## src/rtl/mem_arbiter.sv

```systemverilog
// Two-requester (fetch / load-store) arbiter in front of a fixed-latency single-port memory.
// Optional macro COTM32_MEM_ARB_RR_EN: round-robin on contention instead of fixed LS priority.
module mem_arbiter #(
    parameter int ADDR_WIDTH  = 32,
    parameter int DATA_WIDTH  = 32,
    parameter int MEM_LATENCY = 2
) (
    input  logic                    i_clk,
    input  logic                    i_rst,
    input  logic                    i_if_req,
    input  logic [ADDR_WIDTH-1:0]   i_if_addr,
    output logic                    o_if_gnt,
    output logic                    o_if_rvalid,
    output logic [DATA_WIDTH-1:0]   o_if_rdata,
    input  logic                    i_ls_req,
    input  logic                    i_ls_we,
    input  logic [ADDR_WIDTH-1:0]   i_ls_addr,
    input  logic [DATA_WIDTH-1:0]   i_ls_wdata,
    input  logic [DATA_WIDTH/8-1:0] i_ls_wstrb,
    output logic                    o_ls_gnt,
    output logic                    o_ls_rvalid,
    output logic [DATA_WIDTH-1:0]   o_ls_rdata,
    output logic                    o_mem_en,
    output logic                    o_mem_we,
    output logic [ADDR_WIDTH-1:0]   o_mem_addr,
    output logic [DATA_WIDTH-1:0]   o_mem_wdata,
    output logic [DATA_WIDTH/8-1:0] o_mem_wstrb,
    input  logic [DATA_WIDTH-1:0]   i_mem_rdata,
    output logic [1:0]              o_state
);

    localparam int SW = DATA_WIDTH / 8;
    localparam int CW = (MEM_LATENCY > 1) ? $clog2(MEM_LATENCY) : 1;
    localparam logic [CW-1:0] CNT_LOAD = CW'(MEM_LATENCY - 1);

    if (MEM_LATENCY < 1) begin : g_bad_latency
        $error("mem_arbiter: MEM_LATENCY must be at least 1");
    end

    typedef enum logic [1:0] {
        IDLE = 2'd0,
        BUSY = 2'd1,
        RESP = 2'd2
    } state_t;

    state_t                  state;
    state_t                  state_nxt;
    logic [CW-1:0]           cnt;
    logic [CW-1:0]           cnt_nxt;
    logic                    owner_ls;
    logic                    lat_we;
    logic [ADDR_WIDTH-1:0]   lat_addr;
    logic [DATA_WIDTH-1:0]   lat_wdata;
    logic [SW-1:0]           lat_wstrb;
    logic [DATA_WIDTH-1:0]   if_rdata_q;
    logic [DATA_WIDTH-1:0]   ls_rdata_q;
    logic                    gnt_if;
    logic                    gnt_ls;
    logic                    gnt_any;
    logic                    busy;

    // Handshake: a requester holds req and operands until it sees gnt; gnt is a
    // same-cycle combinational answer in IDLE and the transfer happens on that edge.
`ifdef COTM32_MEM_ARB_RR_EN
    logic last_ls;

    always_comb begin
        gnt_if = 1'b0;
        gnt_ls = 1'b0;
        if (state == IDLE && !i_rst) begin
            if (i_if_req && i_ls_req) begin
                gnt_ls = !last_ls;
                gnt_if = last_ls;
            end else begin
                gnt_if = i_if_req;
                gnt_ls = i_ls_req;
            end
        end
    end

    always_ff @(posedge i_clk or posedge i_rst) begin
        if (i_rst) begin
            last_ls <= 1'b1;
        end else if (gnt_if || gnt_ls) begin
            last_ls <= gnt_ls;
        end
    end
`else
    always_comb begin
        gnt_if = 1'b0;
        gnt_ls = 1'b0;
        if (state == IDLE && !i_rst) begin
            gnt_ls = i_ls_req;
            gnt_if = i_if_req && !i_ls_req;
        end
    end
`endif

    assign gnt_any = gnt_if || gnt_ls;

    always_comb begin
        state_nxt = state;
        cnt_nxt   = cnt;
        case (state)
            IDLE: begin
                if (gnt_any) begin
                    state_nxt = BUSY;
                    cnt_nxt   = CNT_LOAD;
                end
            end
            BUSY: begin
                if (cnt == '0) begin
                    state_nxt = RESP;
                end else begin
                    cnt_nxt = cnt - CW'(1);
                end
            end
            RESP: begin
                state_nxt = IDLE;
            end
            default: begin
                state_nxt = IDLE;
                cnt_nxt   = '0;
            end
        endcase
    end

    always_ff @(posedge i_clk or posedge i_rst) begin
        if (i_rst) begin
            state <= IDLE;
            cnt   <= '0;
        end else begin
            state <= state_nxt;
            cnt   <= cnt_nxt;
        end
    end

    // Fetches are always reads with no strobes; only LS operands are captured.
    always_ff @(posedge i_clk or posedge i_rst) begin
        if (i_rst) begin
            owner_ls  <= 1'b0;
            lat_we    <= 1'b0;
            lat_addr  <= '0;
            lat_wdata <= '0;
            lat_wstrb <= '0;
        end else if (gnt_any) begin
            owner_ls  <= gnt_ls;
            lat_we    <= gnt_ls && i_ls_we;
            lat_addr  <= gnt_ls ? i_ls_addr : i_if_addr;
            lat_wdata <= gnt_ls ? i_ls_wdata : '0;
            lat_wstrb <= gnt_ls ? i_ls_wstrb : '0;
        end
    end

    always_ff @(posedge i_clk or posedge i_rst) begin
        if (i_rst) begin
            if_rdata_q <= '0;
            ls_rdata_q <= '0;
        end else if (state == BUSY && cnt == '0) begin
            if (owner_ls) begin
                ls_rdata_q <= lat_we ? '0 : i_mem_rdata;
            end else begin
                if_rdata_q <= i_mem_rdata;
            end
        end
    end

    assign busy        = (state == BUSY);
    assign o_if_gnt    = gnt_if;
    assign o_ls_gnt    = gnt_ls;
    assign o_if_rvalid = (state == RESP) && !owner_ls;
    assign o_ls_rvalid = (state == RESP) && owner_ls;
    assign o_if_rdata  = if_rdata_q;
    assign o_ls_rdata  = ls_rdata_q;
    assign o_mem_en    = busy;
    assign o_mem_we    = busy && lat_we;
    assign o_mem_addr  = busy ? lat_addr : '0;
    assign o_mem_wdata = busy ? lat_wdata : '0;
    assign o_mem_wstrb = busy ? lat_wstrb : '0;
    assign o_state     = state;

endmodule

```

## config.mk

```make
export PLATFORM = sky130hd
export DESIGN_NAME = mem_arbiter
export DESIGN_NICKNAME = d
export VERILOG_FILES = /design/src/rtl/mem_arbiter.sv
export SDC_FILE = /design/constraint.sdc
export NUM_CORES = 1
export LEC_CHECK = 0
export CAP_MARGIN = 25
export CORE_MARGIN = 10
export CORE_UTILIZATION = 39
export CTS_BUF_LIST = sky130_fd_sc_hd__clkbuf_2
export DETAILED_ROUTE_END_ITERATION = 6
export GPL_ROUTABILITY_DRIVEN = 0
export PLACE_DENSITY = 0.78
export SYNTH_ARGS = -nofsm -noshare
export SYNTH_HDL_FRONTEND = slang
export SYNTH_SLANG_ARGS = --single-unit
```

## constraint.sdc

```tcl
create_clock -name i_clk -period 3.9 [get_ports i_clk]
set_input_delay 0.39 -clock i_clk [delete_from_list [all_inputs] [get_ports i_clk]]
set_output_delay 0.39 -clock i_clk [all_outputs]
set_load 0.02 [all_outputs]
```

After elaboration in Yosys (flattened, before gate mapping)
Cells that the tools add are included.

Word-level logic and storage cells: 48. Input bits: 137. Register bits: 137.

Add/sub/neg operators: 1. Mux-type cells: 15. Reduce and logical (&&, ||, !) cells: 16. Eq/ne operators: 4. Bitwise logic cells: 3.

Operators with widths (number): 32-bit two-way mux (5); 4-bit two-way mux (2); 2-bit AND reduction (4); 1-bit logical AND (7); 1-bit two-way mux (4); 2-bit two-way mux (2); 2-bit != test, second input constant (2); 2-bit one-hot mux with 2 select lines (1); 1-bit zero test (3); 1-bit inverter (3); 1-bit one-hot mux with 3 select lines (1); 2-bit by 1-bit equality test with 1-bit output, second input constant (1); 2-bit equality test, second input constant (1); 2-bit zero test (1); 1-bit logical OR (1); 1-bit subtractor, second input constant (1).

Depth between registers and ports, before layout
Gate-level depths: netlist of the first run.

Depth after elaboration: 6. Gate-level depth with buffers: 5. Mapped depth without buffers: 3.

Worst setup path after synthesis of the first run
OpenSTA, ideal clock, no wires.

Path kind: flip-flop to output port. Start point: register state[1] (netlist: o_state[1]). End point: output port o_mem_wdata[16]. Buffers on the path: 1. Required time: 3510 ps. Cell stages (with the launch flop): 5. Setup slack: 1985 ps. Arrival time: 1525 ps. Path through: dfrtp_1 > nand2b_1 > inv_1 > clkbuf_1 > and2_1.

Longest elaborated chain between the ends: 2.

RTL lines: start: declaration (RTL line 46) `state_t state;`; start signal: assignment (RTL line 133) `state <= state_nxt;`; 2-bit by 1-bit equality test with 1-bit output (RTL line 168) `assign busy = (state == BUSY);`; named net o_mem_en (RTL line 23) `output logic o_mem_en,`; 32-bit two-way mux (RTL line 178) `assign o_mem_wdata = busy ? lat_wdata : '0;`; end: declaration (RTL line 26) `output logic [DATA_WIDTH-1:0] o_mem_wdata,`.

The timed path passes the listed nets, and every way through them passes these cells.

Worst setup path in the final report of the first run
Start point: register state[1] (netlist: o_state[1]). End point: output port o_mem_addr[30].

Longest elaborated chain between the ends: 2.

RTL lines: 2-bit by 1-bit equality test with 1-bit output (RTL line 168); 32-bit two-way mux (RTL line 177) `assign o_mem_addr = busy ? lat_addr : '0;`; end: declaration (RTL line 25) `output logic [ADDR_WIDTH-1:0] o_mem_addr,`.

No other way between the ends.

==> impl_metrics.json, run 1 <==
{
  "grt_pass1_wl_um": 31700,
  "max-slew-margin-rel_pct": 47.8,
  "drt-initial-drc-count": 175,
  "wirelength_um": 20000,
  "first_pass_iters": 4,
  "numCtsBuffers": 17,
  "fillerInstances": 1225,
  "worstPathCellList": "nand2b_1 -> inv_1 -> buf_12 -> and2_1 -> clkdlybuf4s50_1",
  "ctsHoldBuffers": 0,
  "dpl_cell_area_um2": 9040,
  "cts_root_buf": "clkbuf_2",
  "peakVddDrop_v": 0.000280,
  "grt_setup_unrepaired": "false",
  "drv_slew": 0,
  "yosys.area.top_type": "dfrtp_1",
  "fp.dieArea_um2": 21000,
  "ys_ff_latch": 137,
  "min_to": "lat_addr[31]",
  "clkTransAtPathRegs_ns": 0.20,
  "avgViaCountPerCell": 5.03,
  "avgSynthCellArea_um2": 11.4,
  "synth_area_leaders": "dfrtp_1 (56%), and2_1 (7.2%), mux2_2 (5.6%)",
  "yosysSeqAreaShare_pct": 56.3,
  "synthCells": 532,
  "skew_ns": 0.0290,
  "drive_above_1_share_pct": 9.80,
  "r2r-start": "o_state[0]",
  "wl_per_cell_um": 19.6,
  "hp-class": "primary input to flop",
  "power_leakage_nw": 4.05,
  "maxCapViolations": 0,
  "drc": 0,
  "cts_setup_buffers": 0,
  "die_w_um": 145,
  "finalWorstSetupSlack_ns": 0.476,
  "fin_area_um2": 9310,
  "min_period_over_period_pct": 87.8,
  "min_from": "i_ls_req",
  "vias": 5129,
  "tightest_slew_ns": 0.782,
  "worstPathMaxFanout": 42,
  "max_stage_delay_ns": 0.62,
  "num_rows": 45,
  "grt.overflow.total": 0,
  "cts_tree": "done",
  "fp.dieH_um": 145,
  "ios": 277,
  "grt_pass1_vias": 5611,
  "hold_viol": 0,
  "io_buffer_count": 276,
  "dp_slack_ns": 1.05,
  "synth_warnings": 0,
  "syn_area_um2": 6080,
  "grt_max_degree": 77,
  "drt.antenna.violating_nets": 0,
  "core_area_um2": 15300,
  "status": "finished, final reports clean",
  "fmax_mhz": 292,
  "reg2regPathDepth": 4,
  "hold_depth": 3,
  "end_kind": "output port",
  "worstSkewPairLatency_ns": 0.65,
  "initial_core_util_pct": 39.9,
  "start_kind": "flop",
  "r2r_end": "lat_we",
  "dp_hpwl_um": 15000,
  "track_usage_pct": 18.6,
  "critPathSlowestCell": "clkdlybuf4s50_1",
  "p_per_area_nw_per_um2": 743,
  "setup_viol": 0,
  "mostFrequentLayoutCells": "clkdlybuf4s50_1 (275), dfrtp_1 (137), and2_1 (70)",
  "synth.distinct_cells": 27,
  "htree_levels": 4,
  "num-nets-final": 930,
  "clock_path_buffers": 2,
  "period_needed_ns": 3.42,
  "cts.sinks": 137,
  "synth_nets": 669,
  "antenna_found_initial": 1,
  "setup_tns_ns": 0,
  "syn_to_final_growth_pct": 53.0,
  "cp.required_ns": 3.51,
  "synth_flop_cell": "dfrtp_1",
  "synth-edff-count": 0,
  "rrSetupSlack_ns": 1.99,
  "post_cts_resize_count": 0,
  "synth.top_cell.area_share_pct": 56.3,
  "final_common_cell": "clkdlybuf4s50_1",
  "async_reset_ff_share_pct": 100,
  "critPathArrivalTime_ns": 3.03,
  "worst-setup-path-type": "flop to output port"
}
[cell families after synthesis]
kind of cell | share of synthesized area, %
compound gates | 15.5
buf+inv | 3.70
mux | 5.92
simple gates | 18.5
flops | 56.3
[worst max-delay path: cells and delay by family (launching register included)]
family	cells	cell delay, ns
buffers and inverters	3	1.50
flip-flops	1	0.48
AND/OR/NAND/NOR	2	0.42
[power breakdown]
group	internal (mW)	leakage (nW)	total (mW)	switching [mW]
registers	2.10	1.71	2.52	0.424
clock network	0.371	0.159	0.913	0.542
logic	1.75	2.18	3.49	1.73
total	4.22	4.05	6.92	2.70
[metal layers]
metal	share of wire [%]	GRT usage (%)
met4	1.4	5.57
met5	0	0
met3	9.3	7.48
met1	44	23.1
met2	45	29.2
[worst max path at each step]
stage	startpoint	end	slack, ns	cells past startpoint
3_5_place_dp	i_if_req	lat_wdata[3]	1.05	5
6_report	o_state[1]	o_mem_addr[30]	0.48	5
2_1_floorplan	i_rst	cnt	1.80	1
3_3_place_gp	i_if_req	lat_wdata[15]	1.13	5
5_1_grt	o_state[0]	o_mem_addr[30]	0.15	5
4_1_cts	o_state[1]	o_mem_addr[6]	0.32	5
[stage by stage]
step	std cells	hold WS (ns)	util, %	total power, mW
CTS	1017	0.0240	61.0	7.02
detailed placement	985	0.466	59.2	6.08
floorplan	532	0.448	-	4.35
global placement	984	0.462	59.1	5.95
finish	1019	0.126	61.0	6.92
global route	1019	0.0628	61.0	7.37
[cells in the mapped netlist (2+ instances only)]
master,n
o2bb2ai_1,31
buf_2,12
o21ai_0,34
mux2_1,2
dfrtp_1,137
clkbuf_1,28
nor2_1,3
nand2b_1,33
buf_6,3
inv_1,3
a22o_1,37
buf_4,2
mux2_2,30
a21oi_1,31
and2_1,70
nand2_1,34
and3b_1,32
[cell type report]
cell class | instances | area, µm² | area share (%)
timing repair buffer | 287 | 2890 | 31.0
tap | 211 | 264 | 2.84
clock inverter | 13 | 169 | 1.81
multi-input combinational | 347 | 2450 | 26.3
antenna | 2 | 5.00 | 0.0538
clock buffer | 19 | 95.1 | 1.02
inverter | 3 | 15.0 | 0.161
sequential | 137 | 3430 | 36.8
[sequential cells by signal, summed over array words and instances (netlist names)]
| signal | cells |
|---|---|
| lat_wdata | 32 |
| o_ls_rdata | 32 |
| lat_wstrb | 4 |
| o_if_rdata | 32 |
| o_state | 2 |
| lat_addr | 32 |
| cnt | 1 |
| lat_we | 1 |
| owner_ls | 1 |
(Power assumes the default switching activity.)
==> inputs of run 2 (changes only) <==
Settings changed: GPL_TIMING_DRIVEN set to 0.
==> run 2 against run 1 <==
Against the previous run: via count grew 4.9%; clock skew about the same; critical path depth did not move; hold slack gained 0.0049 ns; total power about the same; flip-flop and latch count did not move; largest power group unchanged; final cell count increased by 3.6%; highest routed layer unchanged; sequential power barely moved; first-iteration DRC count rose by 9.1%.
==> impl_metrics.json, run 2 (synthesis gave the netlist of run 1 again) <==
{
  "hold_viol": 0,
  "crit_buf_inv": 3,
  "numCtsBuffers": 17,
  "dp_hpwl_um": 17000,
  "maxCapViolations": 0,
  "wirelength_um": 21200,
  "setup_viol": 0,
  "worst-setup-path-type": "flop to output port",
  "max_stage_delay_ns": 0.66,
  "total_power_mw": 6.92,
  "fp.dieArea_um2": 21000,
  "min_period_over_period_pct": 85.6,
  "die_w_um": 145,
  "fp.dieH_um": 145,
  "worstPathMaxFanout": 10,
  "cts_tree": "done",
  "ctsHoldBuffers": 0,
  "final_common_cell": "clkdlybuf4s50_1",
  "drv_slew": 0,
  "drt.antenna.violating_nets": 0,
  "core_area_um2": 15300,
  "status": "finished, final reports clean",
  "rrSetupSlack_ns": 2.16,
  "clock_path_buffers": 2,
  "r2r_end": "lat_wstrb[0]",
  "ios": 277,
  "critPathArrivalTime_ns": 2.95,
  "htree_levels": 4,
  "critPathCapture": "o_mem_wdata[30]",
  "antenna_found_initial": 1,
  "num-nets-final": 967,
  "vias": 5379,
  "max-slew-margin-rel_pct": 64.3,
  "crit_cells": 5,
  "fmax_mhz": 300,
  "syn_to_final_growth_pct": 54.7,
  "wl_per_cell_um": 20.1,
  "fin_area_um2": 9420,
  "instances_no_fill": 1056,
  "end_kind": "output port",
  "clkTransAtPathRegs_ns": 0.21,
  "power_leakage_nw": 4.08,
  "cts_setup_buffers": 0,
  "num_rows": 45,
  "mostFrequentLayoutCells": "clkdlybuf4s50_1 (276), dfrtp_1 (137), and2_1 (70)",
  "io_buffer_count": 276,
  "placedCellCount": 1022,
  "p_per_area_nw_per_um2": 735,
  "period_needed_ns": 3.34,
  "drt-initial-drc-count": 191,
  "tightest_slew_ns": 0.531,
  "r2r-start": "o_state[0]",
  "post_cts_resize_count": 0,
  "worstPathCellList": "nand2b_1 -> inv_1 -> clkbuf_1 -> and2_1 -> clkdlybuf4s50_1",
  "skew_ns": 0.0286,
  "worstSkewPairLatency_ns": 0.69,
  "hp-class": "primary input to async pin",
  "drive_above_1_share_pct": 9.73,
  "cp_top_family": "buffers and inverters",
  "cts.sinks": 137,
  "track_usage_pct": 20.0,
  "setup_tns_ns": 0,
  "avgViaCountPerCell": 5.09,
  "grt_setup_unrepaired": "false",
  "start_kind": "flop",
  "peakVddDrop_v": 0.000309,
  "crit_start": "o_state[1]",
  "reg2regPathDepth": 4,
  "critPathSlowestCell": "clkdlybuf4s50_1",
  "initial_core_util_pct": 39.9,
  "cts_root_buf": "clkbuf_2",
  "grt_pass1_wl_um": 33700,
  "grt_pass1_vias": 6044,
  "dpl_cell_area_um2": 9180,
  "cp.required_ns": 3.51,
  "grt_max_degree": 47,
  "first_pass_iters": 4,
  "grt.overflow.total": 0,
  "drc": 0
}
==> run 2: changes by cell type in the layout (fill, tap and decap cells not counted), sizes merged <==
cell           previous run  this run
buf                      12        20
bufinv                    3         2
clkbuf                   19        45
clkdlybuf4s50           275       276
clkinvlp                  2         5
==> run 2: final cells by class <==
type | count | area, µm²
Antenna cell | 2 | 5.00
Sequential cell | 137 | 3430
Multi-Input combinational cell | 347 | 2430
Fill cell | 1222 | 5840
Tap cell | 211 | 264
Inverter | 3 | 15.0
Buffer | 45 | 214
Clock buffer | 17 | 85.1
Timing Repair Buffer | 279 | 2820
Clock inverter | 15 | 150
==> run 2: metal layers <==
layer | vias up | track usage [%] | part of all wire [%] | routed length [µm]
li1 | 2470 | - | - | -
met1 | 2615 | 22.7 | 40 | 8490
met2 | 265 | 32.1 | 47 | 9990
met3 | 29 | 9.13 | 11 | 2270
met4 | 0 | 7.76 | 2.1 | 453
met5 | - | 0 | 0 | 0
==> run 2: power breakdown <==
group / total, mW / internal [mW] / switching, mW
logic: 3.55 / 1.77 / 1.79
registers: 2.53 / 2.10 / 0.430
clock network: 0.835 / 0.293 / 0.543
total: 6.92 / 4.16 / 2.76
==> run 2: worst min path at each step <==
stage                 startpoint            to  slack [ns]  cells past startpoint
CTS                        i_rst  lat_addr[12]        0.05                      2
finish                     i_rst  lat_addr[12]        0.13                      2
global route               i_rst  lat_addr[12]        0.06                      2
detailed placement  lat_addr[15]  lat_addr[15]        0.47                      1
floorplan            lat_addr[0]   lat_addr[0]        0.45                      1
global placement    lat_addr[22]  lat_addr[22]        0.46                      1
==> run 2: metrics by stage <==
| stage | setup WS, ns | utilization [%] | hold WS [ns] |
|---|---|---|---|
| 4_1_cts | 0.411 | 61.7 | 0.0547 |
| 3_3_place_gp | 0.646 | 59.7 | 0.462 |
| 5_1_grt | 0.237 | 61.7 | 0.0640 |
| 3_5_place_dp | 1.09 | 60.1 | 0.467 |
| 6_report | 0.563 | 61.7 | 0.131 |
| 2_1_floorplan | 1.80 | - | 0.448 |
